## src/rtl/psa_byte_streamer.sv

```systemverilog
// rtl/psa_byte_streamer.sv - BRAM window reader presenting address-tagged bytes as a valid/ready stream
module psa_byte_streamer #(
    parameter int ADDR_W = 8,
    parameter int DATA_W = 8,
    parameter int RD_LAT = 1
) (
    input  logic              CLK100MHZ,
    input  logic              reset,
    input  logic              start,
    input  logic [ADDR_W-1:0] base_addr,
    input  logic [ADDR_W:0]   length,
    output logic              busy,
    output logic              done,
    output logic              bram_ena,
    output logic [ADDR_W-1:0] bram_addr,
    input  logic [DATA_W-1:0] bram_douta,
    output logic              m_valid,
    input  logic              m_ready,
    output logic [DATA_W-1:0] m_data,
    output logic [ADDR_W-1:0] m_addr,
    output logic              m_last
);

    localparam int CNT_W = ADDR_W + 1;
    localparam int DEPTH = 4;

    typedef enum logic [1:0] {
        S_IDLE = 2'd0,
        S_RUN  = 2'd1,
        S_FIN  = 2'd2
    } state_t;

    state_t             state_q, state_d;
    logic [ADDR_W-1:0]  base_q, base_d;
    logic [CNT_W-1:0]   len_q, len_d;
    logic [CNT_W-1:0]   issued_q, issued_d;
    logic [CNT_W-1:0]   delivered_q, delivered_d;
    logic               bram_ena_q, bram_ena_d;
    logic [ADDR_W-1:0]  bram_addr_q, bram_addr_d;

    // Return pipe: one marker bit and address tag per cycle of read latency.
    logic [RD_LAT-1:0]  pipe_vld_q, pipe_vld_d;
    logic [ADDR_W-1:0]  pipe_addr_q [RD_LAT];
    logic [ADDR_W-1:0]  pipe_addr_d [RD_LAT];

    logic [DATA_W-1:0]  fifo_data_q [DEPTH];
    logic [DATA_W-1:0]  fifo_data_d [DEPTH];
    logic [ADDR_W-1:0]  fifo_addr_q [DEPTH];
    logic [ADDR_W-1:0]  fifo_addr_d [DEPTH];
    logic [1:0]         wr_ptr_q, wr_ptr_d;
    logic [1:0]         rd_ptr_q, rd_ptr_d;
    logic [2:0]         count_q, count_d;

    logic               push;
    logic               pop;
    logic               issue;
    logic [3:0]         inflight;
    logic [3:0]         occupancy;

    // Next-state, read issue, return pipe and skid FIFO bookkeeping.
    always_comb begin
        state_d     = state_q;
        base_d      = base_q;
        len_d       = len_q;
        issued_d    = issued_q;
        bram_ena_d  = 1'b0;
        bram_addr_d = bram_addr_q;
        wr_ptr_d    = wr_ptr_q;
        rd_ptr_d    = rd_ptr_q;
        fifo_data_d = fifo_data_q;
        fifo_addr_d = fifo_addr_q;
        issue       = 1'b0;

        push = pipe_vld_q[RD_LAT-1];
        pop  = (count_q != 3'd0) && m_ready;

        // Reads already committed: the one on the BRAM port plus those in the pipe.
        inflight = {3'b000, bram_ena_q};
        for (int i = 0; i < RD_LAT; i++) begin
            inflight = inflight + {3'b000, pipe_vld_q[i]};
        end
        // A beat leaving this cycle frees its slot, which keeps 1 beat/cycle at RD_LAT=2.
        occupancy = {1'b0, count_q} + inflight - {3'b000, pop};

        delivered_d = delivered_q + {{ADDR_W{1'b0}}, pop};

        case (state_q)
            S_IDLE: begin
                issued_d    = '0;
                delivered_d = '0;
                if (start) begin
                    base_d = base_addr;
                    len_d  = length;
                    // A zero-length window spends one cycle in RUN, where the completion compare fires at once.
                    state_d = S_RUN;
                end
            end
            S_RUN: begin
                if ((issued_q < len_q) && (occupancy < 4'(DEPTH))) begin
                    issue = 1'b1;
                end
                if (delivered_d == len_q) begin
                    state_d = S_FIN;
                end
            end
            S_FIN: begin
                state_d = S_IDLE;
            end
            default: begin
                state_d = S_IDLE;
            end
        endcase

        if (issue) begin
            bram_ena_d  = 1'b1;
            bram_addr_d = base_q + issued_q[ADDR_W-1:0];
            issued_d    = issued_q + {{ADDR_W{1'b0}}, 1'b1};
        end

        pipe_vld_d     = pipe_vld_q;
        pipe_addr_d    = pipe_addr_q;
        pipe_vld_d[0]  = bram_ena_q;
        pipe_addr_d[0] = bram_addr_q;
        for (int i = 1; i < RD_LAT; i++) begin
            pipe_vld_d[i]  = pipe_vld_q[i-1];
            pipe_addr_d[i] = pipe_addr_q[i-1];
        end

        if (push) begin
            fifo_data_d[wr_ptr_q] = bram_douta;
            fifo_addr_d[wr_ptr_q] = pipe_addr_q[RD_LAT-1];
            wr_ptr_d              = wr_ptr_q + 2'd1;
        end
        if (pop) begin
            rd_ptr_d = rd_ptr_q + 2'd1;
        end
        count_d = count_q + {2'b00, push} - {2'b00, pop};
    end

    // State register; reset also drops any reads still travelling through the pipe.
    always_ff @(posedge CLK100MHZ) begin
        if (!reset) begin
            state_q     <= S_IDLE;
            base_q      <= '0;
            len_q       <= '0;
            issued_q    <= '0;
            delivered_q <= '0;
            bram_ena_q  <= 1'b0;
            bram_addr_q <= '0;
            pipe_vld_q  <= '0;
            wr_ptr_q    <= '0;
            rd_ptr_q    <= '0;
            count_q     <= '0;
            for (int i = 0; i < RD_LAT; i++) begin
                pipe_addr_q[i] <= '0;
            end
            for (int i = 0; i < DEPTH; i++) begin
                fifo_data_q[i] <= '0;
                fifo_addr_q[i] <= '0;
            end
        end else begin
            state_q     <= state_d;
            base_q      <= base_d;
            len_q       <= len_d;
            issued_q    <= issued_d;
            delivered_q <= delivered_d;
            bram_ena_q  <= bram_ena_d;
            bram_addr_q <= bram_addr_d;
            pipe_vld_q  <= pipe_vld_d;
            pipe_addr_q <= pipe_addr_d;
            wr_ptr_q    <= wr_ptr_d;
            rd_ptr_q    <= rd_ptr_d;
            count_q     <= count_d;
            fifo_data_q <= fifo_data_d;
            fifo_addr_q <= fifo_addr_d;
        end
    end

    // Outputs; the stream fields are forced to zero whenever no beat is offered.
    always_comb begin
        busy      = (state_q != S_IDLE);
        done      = (state_q == S_FIN);
        bram_ena  = bram_ena_q;
        bram_addr = bram_addr_q;
        m_valid   = (count_q != 3'd0);
        m_data    = m_valid ? fifo_data_q[rd_ptr_q] : '0;
        m_addr    = m_valid ? fifo_addr_q[rd_ptr_q] : '0;
        m_last    = m_valid && (delivered_q == (len_q - {{ADDR_W{1'b0}}, 1'b1}));
    end

endmodule

```

## config.mk

```make
export PLATFORM = sky130hd
export DESIGN_NAME = psa_byte_streamer
export DESIGN_NICKNAME = d
export VERILOG_FILES = /design/src/rtl/psa_byte_streamer.sv
export SDC_FILE = /design/constraint.sdc
export NUM_CORES = 1
export LEC_CHECK = 0
export ABC_AREA = 0
export CORE_MARGIN = 4
export CORE_UTILIZATION = 56
export DETAILED_ROUTE_END_ITERATION = 12
export PLACE_DENSITY = 0.78
export SYNTH_ARGS = -nofsm -noshare
export SYNTH_HDL_FRONTEND = slang
export SYNTH_SLANG_ARGS = --single-unit
```

## constraint.sdc

```tcl
create_clock -name CLK100MHZ -period 3.9 [get_ports CLK100MHZ]
set_input_delay 0.78 -clock CLK100MHZ [delete_from_list [all_inputs] [get_ports CLK100MHZ]]
set_output_delay 0.78 -clock CLK100MHZ [all_outputs]
set_load 0.02 [all_outputs]
```

==> results of run 1 <==
-- final cells by class --
cell class                      count  area (sq um)  area share (%)
Sequential cell                   126          2520            33.7
Clock buffer                       20           455            6.08
Tap cell                          140           175            2.34
Multi-Input combinational cell    531          3510            46.9
Inverter                           18          67.6           0.902
Clock inverter                     12           136            1.82
Timing Repair Buffer               63           623            8.32
-- metrics by stage --
step           hold slack, ns  utilization [%]  total power [mW]  instances
6_report                0.461             68.8              3.73        910
2_1_floorplan           0.440                -              1.96        715
3_5_place_dp            0.454             63.4              2.21        878
4_1_cts                 0.462             68.8              3.76        910
3_3_place_gp            0.447             63.4              2.18        878
5_1_grt                 0.484             68.8              3.90        910
-- flip-flops by register name, summed over array words and instances (netlist names), 2 cells and up --
name	cells
rd_ptr_q	2
len_q	9
wr_ptr_q	2
base_q	8
state_q	2
pipe_addr_q	8
count_q	3
fifo_addr_q	32
bram_addr	8
delivered_q	9
issued_q	9
fifo_data_q	32
-- synthesized netlist by cell type, drive strengths merged, types with 3 or more instances --
cell type	instances
nand2	186
dfxtp	126
a21boi	82
and2	38
clkbuf	36
xnor2	29
ha	26
nor2	22
inv	18
mux4	16
nor2b	16
nand3	14
o21ai	13
a21oi	12
xor2	11
and3	10
mux2i	10
nor3	7
nand4	5
buf	4
nand2b	4
nand4b	4
or3	3
-- routing by layer --
| layer | up-vias | global-route usage, % | share of wire (%) |
|---|---|---|---|
| li1 | 2478 | - | - |
| met1 | 2363 | 26.8 | 41 |
| met2 | 126 | 41.7 | 51 |
| met3 | 21 | 6.21 | 5.7 |
| met4 | 0 | 9.29 | 1.8 |
| met5 | - | 0 | 0 |
-- where the power goes --
group          internal (mW)  total (mW)  switching [mW]
Sequential              1.35        1.44          0.0884
Combinational          0.342       0.736           0.394
Clock                  0.963        1.56           0.593
-- cell families (layout without fill, tap and decap cells) --
kind of cell	Yosys count	count (layout)	share of synthesized area, %
mux	26	26	7.36
compound gates	120	120	13.8
flops	126	126	40.3
xor+xnor	40	40	5.60
fa+ha+maj	28	28	5.84
buf+inv	58	113	3.64
simple gates	317	317	23.5
-- worst max-delay path: stages, from the launching register on --
cell and delay [ns]:
dfxtp_1 0.47, inv_1 0.08, ha_1 0.31, xor2_1 0.13
nand2_1 0.06, nor3_1 0.25, nand4_1 0.14, nor2_1 0.13
clkdlybuf4s50_1 0.61
-- final timing paths --
kind	startpoint	end	slack, ns	cells past startpoint
worst min register to register	fifo_addr_q[15]$_SDFFE_PN0P_	fifo_addr_q[15]$_SDFFE_PN0P_	0.46	2
worst max register to register	count_q[1]$_SDFF_PN0_	bram_addr[3]$_SDFFE_PN0P_	0.94	11
worst max-delay path	len_q[0]$_SDFFE_PN0P_	m_last	0.39	8
worst min-delay path	fifo_addr_q[15]$_SDFFE_PN0P_	fifo_addr_q[15]$_SDFFE_PN0P_	0.46	2
==> metrics.md, run 1 <==
| Metric | Value |
|---|---|
| Asr flop ratio synth | 0% |
| Initial antenna violation count | 0 |
| Leading register cell type out of synthesis | dfxtp_1 |
| Critical Path RT | 3.12 ns |
| CP Launch Type | flip-flop |
| Die area | 12900 sq um |
| Worst Path Arrival | 2.73 ns |
| Worst VDD drop | 0.000339 V |
| GRT overflow | 0 |
| Unrepaired setup endpoints after global routing | no |
| Crit path time final | 3.51 ns |
| Drt wl/cell | 15.7 microns |
| Total GRT Usage | 23.5% |
| Vias in the first global route | 5028 |
| Status | complete, no violations |
| Area Overhead vs Synth | 19.6% |
| CTS max path bufs | 2 |
| Seq/Total Area, Yosys | 40.3% |
| Post-synth top area cell | dfxtp_1 |
| Ratio of cells with drive above 1 in the final layout | 7.79% |
| Sink Count | 126 |
| Number of CTS-inserted buffers | 17 |
| DIE HEIGHT | 114 microns |
| CTS tree | yes |
| DR pass1 iterations | 4 |
| Syn_area_per_cell | 8.75 sq um |
| Pleak | 2.72 nW |
| # resized after CTS | 0 |
| Largest net degree at the start of global routing | 61 |
| Critical Path Sink Type | output port |
| Setup WS pre-CTS | 0.234 ns |
| Synth warnings | 0 |
| Pins Over Slew Limit | 0 |
| Top-area cell type share of the netlist area | 40.3% |
| MaxCap Viol Count | 0 |
| Top cells by area, synth | dfxtp_1, nand2_1, a21boi_0 |
| Hold-fix buffers, CTS | 0 |
| CP max FO | 6 |
| Final instance area | 7490 sq um |
| Cell variety after synth | 45 |
| CTS root buf | clkbuf_8 |
| Most common cell after layout, fill and taps aside | nand2_1 |
| Total routed wirelength | 14.3 mm |
| Synthesized area | 6260 sq um |
| Post-Syn Nets | 772 |
| Initial Util | 57.5% |
| WS Path Type | reg2out |
| Clock Latency Late Sink | 0.54 ns |
| EDFF count, synth | 0 |
| CTS H-tree depth | 4 |
| CTS clk-pin slew, worst paths | 0.06 ns |
| Filler cell count | 871 |
| Setup bufs post-CTS | 0 |
| Diodes inserted | 0 |
| Fin worst setup slack | 0.394 ns |
| Yosys reg bits | 126 |
| Post-Place Cell Area | 6900 sq um |
| Final hold vios | 0 |
| Die width | 114 microns |
| Setup violators final | 0 |
| Slew @ Worst Pin | 0.910 ns |
| GPL Wtd Cong | 0.830 |
| Power per Cell Area | 498 nW/um^2 |
| Antenna-violating nets left | 0 |
| Core Rows | 38 |
| Layout Skew | 0.00893 ns |
| Fin Setup TNS | 0 ns |
| Global-route wire length before repair | 23.8 mm |
| Core ar. | 10900 sq um |
| Most frequent cells in the layout | nand2_1, dfxtp_1, a21boi_0 |
| DRC | 0 |
| DR vias | 4988 |
| DR iter-0 viols | 247 |
| Fin nets | 814 |
| Min-Delay Path Class | reg2reg |
| Fmax | 285 MHz |
| Post-synthesis cell count | 715 |
| Vias/cell | 5.48 |
| Max-slew headroom | 39.3% |
| Port buffer count | 57 |
| Tcrit/Tclk final | 89.9% |
| # IOs | 58 |
| Placed wire-length estimate after detailed placement | 9.87 mm |
(Power assumes the default switching activity.)
==> run 2, diff against run 1 <==
--- a/config.mk
+++ b/config.mk
@@ -8,6 +8,7 @@
 export ABC_AREA = 0
 export CORE_MARGIN = 4
 export CORE_UTILIZATION = 56
+export CTS_CLUSTER_SIZE = 30
 export DETAILED_ROUTE_END_ITERATION = 12
 export PLACE_DENSITY = 0.78
 export SYNTH_ARGS = -nofsm -noshare
==> results of run 2 <==
Same layout as run 1: the final DEF is identical, and so are final timing and power.
==> run 3, diff against run 2 <==
--- a/config.mk
+++ b/config.mk
@@ -8,6 +8,7 @@
 export ABC_AREA = 0
 export CORE_MARGIN = 4
 export CORE_UTILIZATION = 56
+export CTS_CLUSTER_DIAMETER = 100
 export CTS_CLUSTER_SIZE = 30
 export DETAILED_ROUTE_END_ITERATION = 12
 export PLACE_DENSITY = 0.78
==> results of run 3 <==
Same layout as run 1: the final DEF is identical, and so are final timing and power.
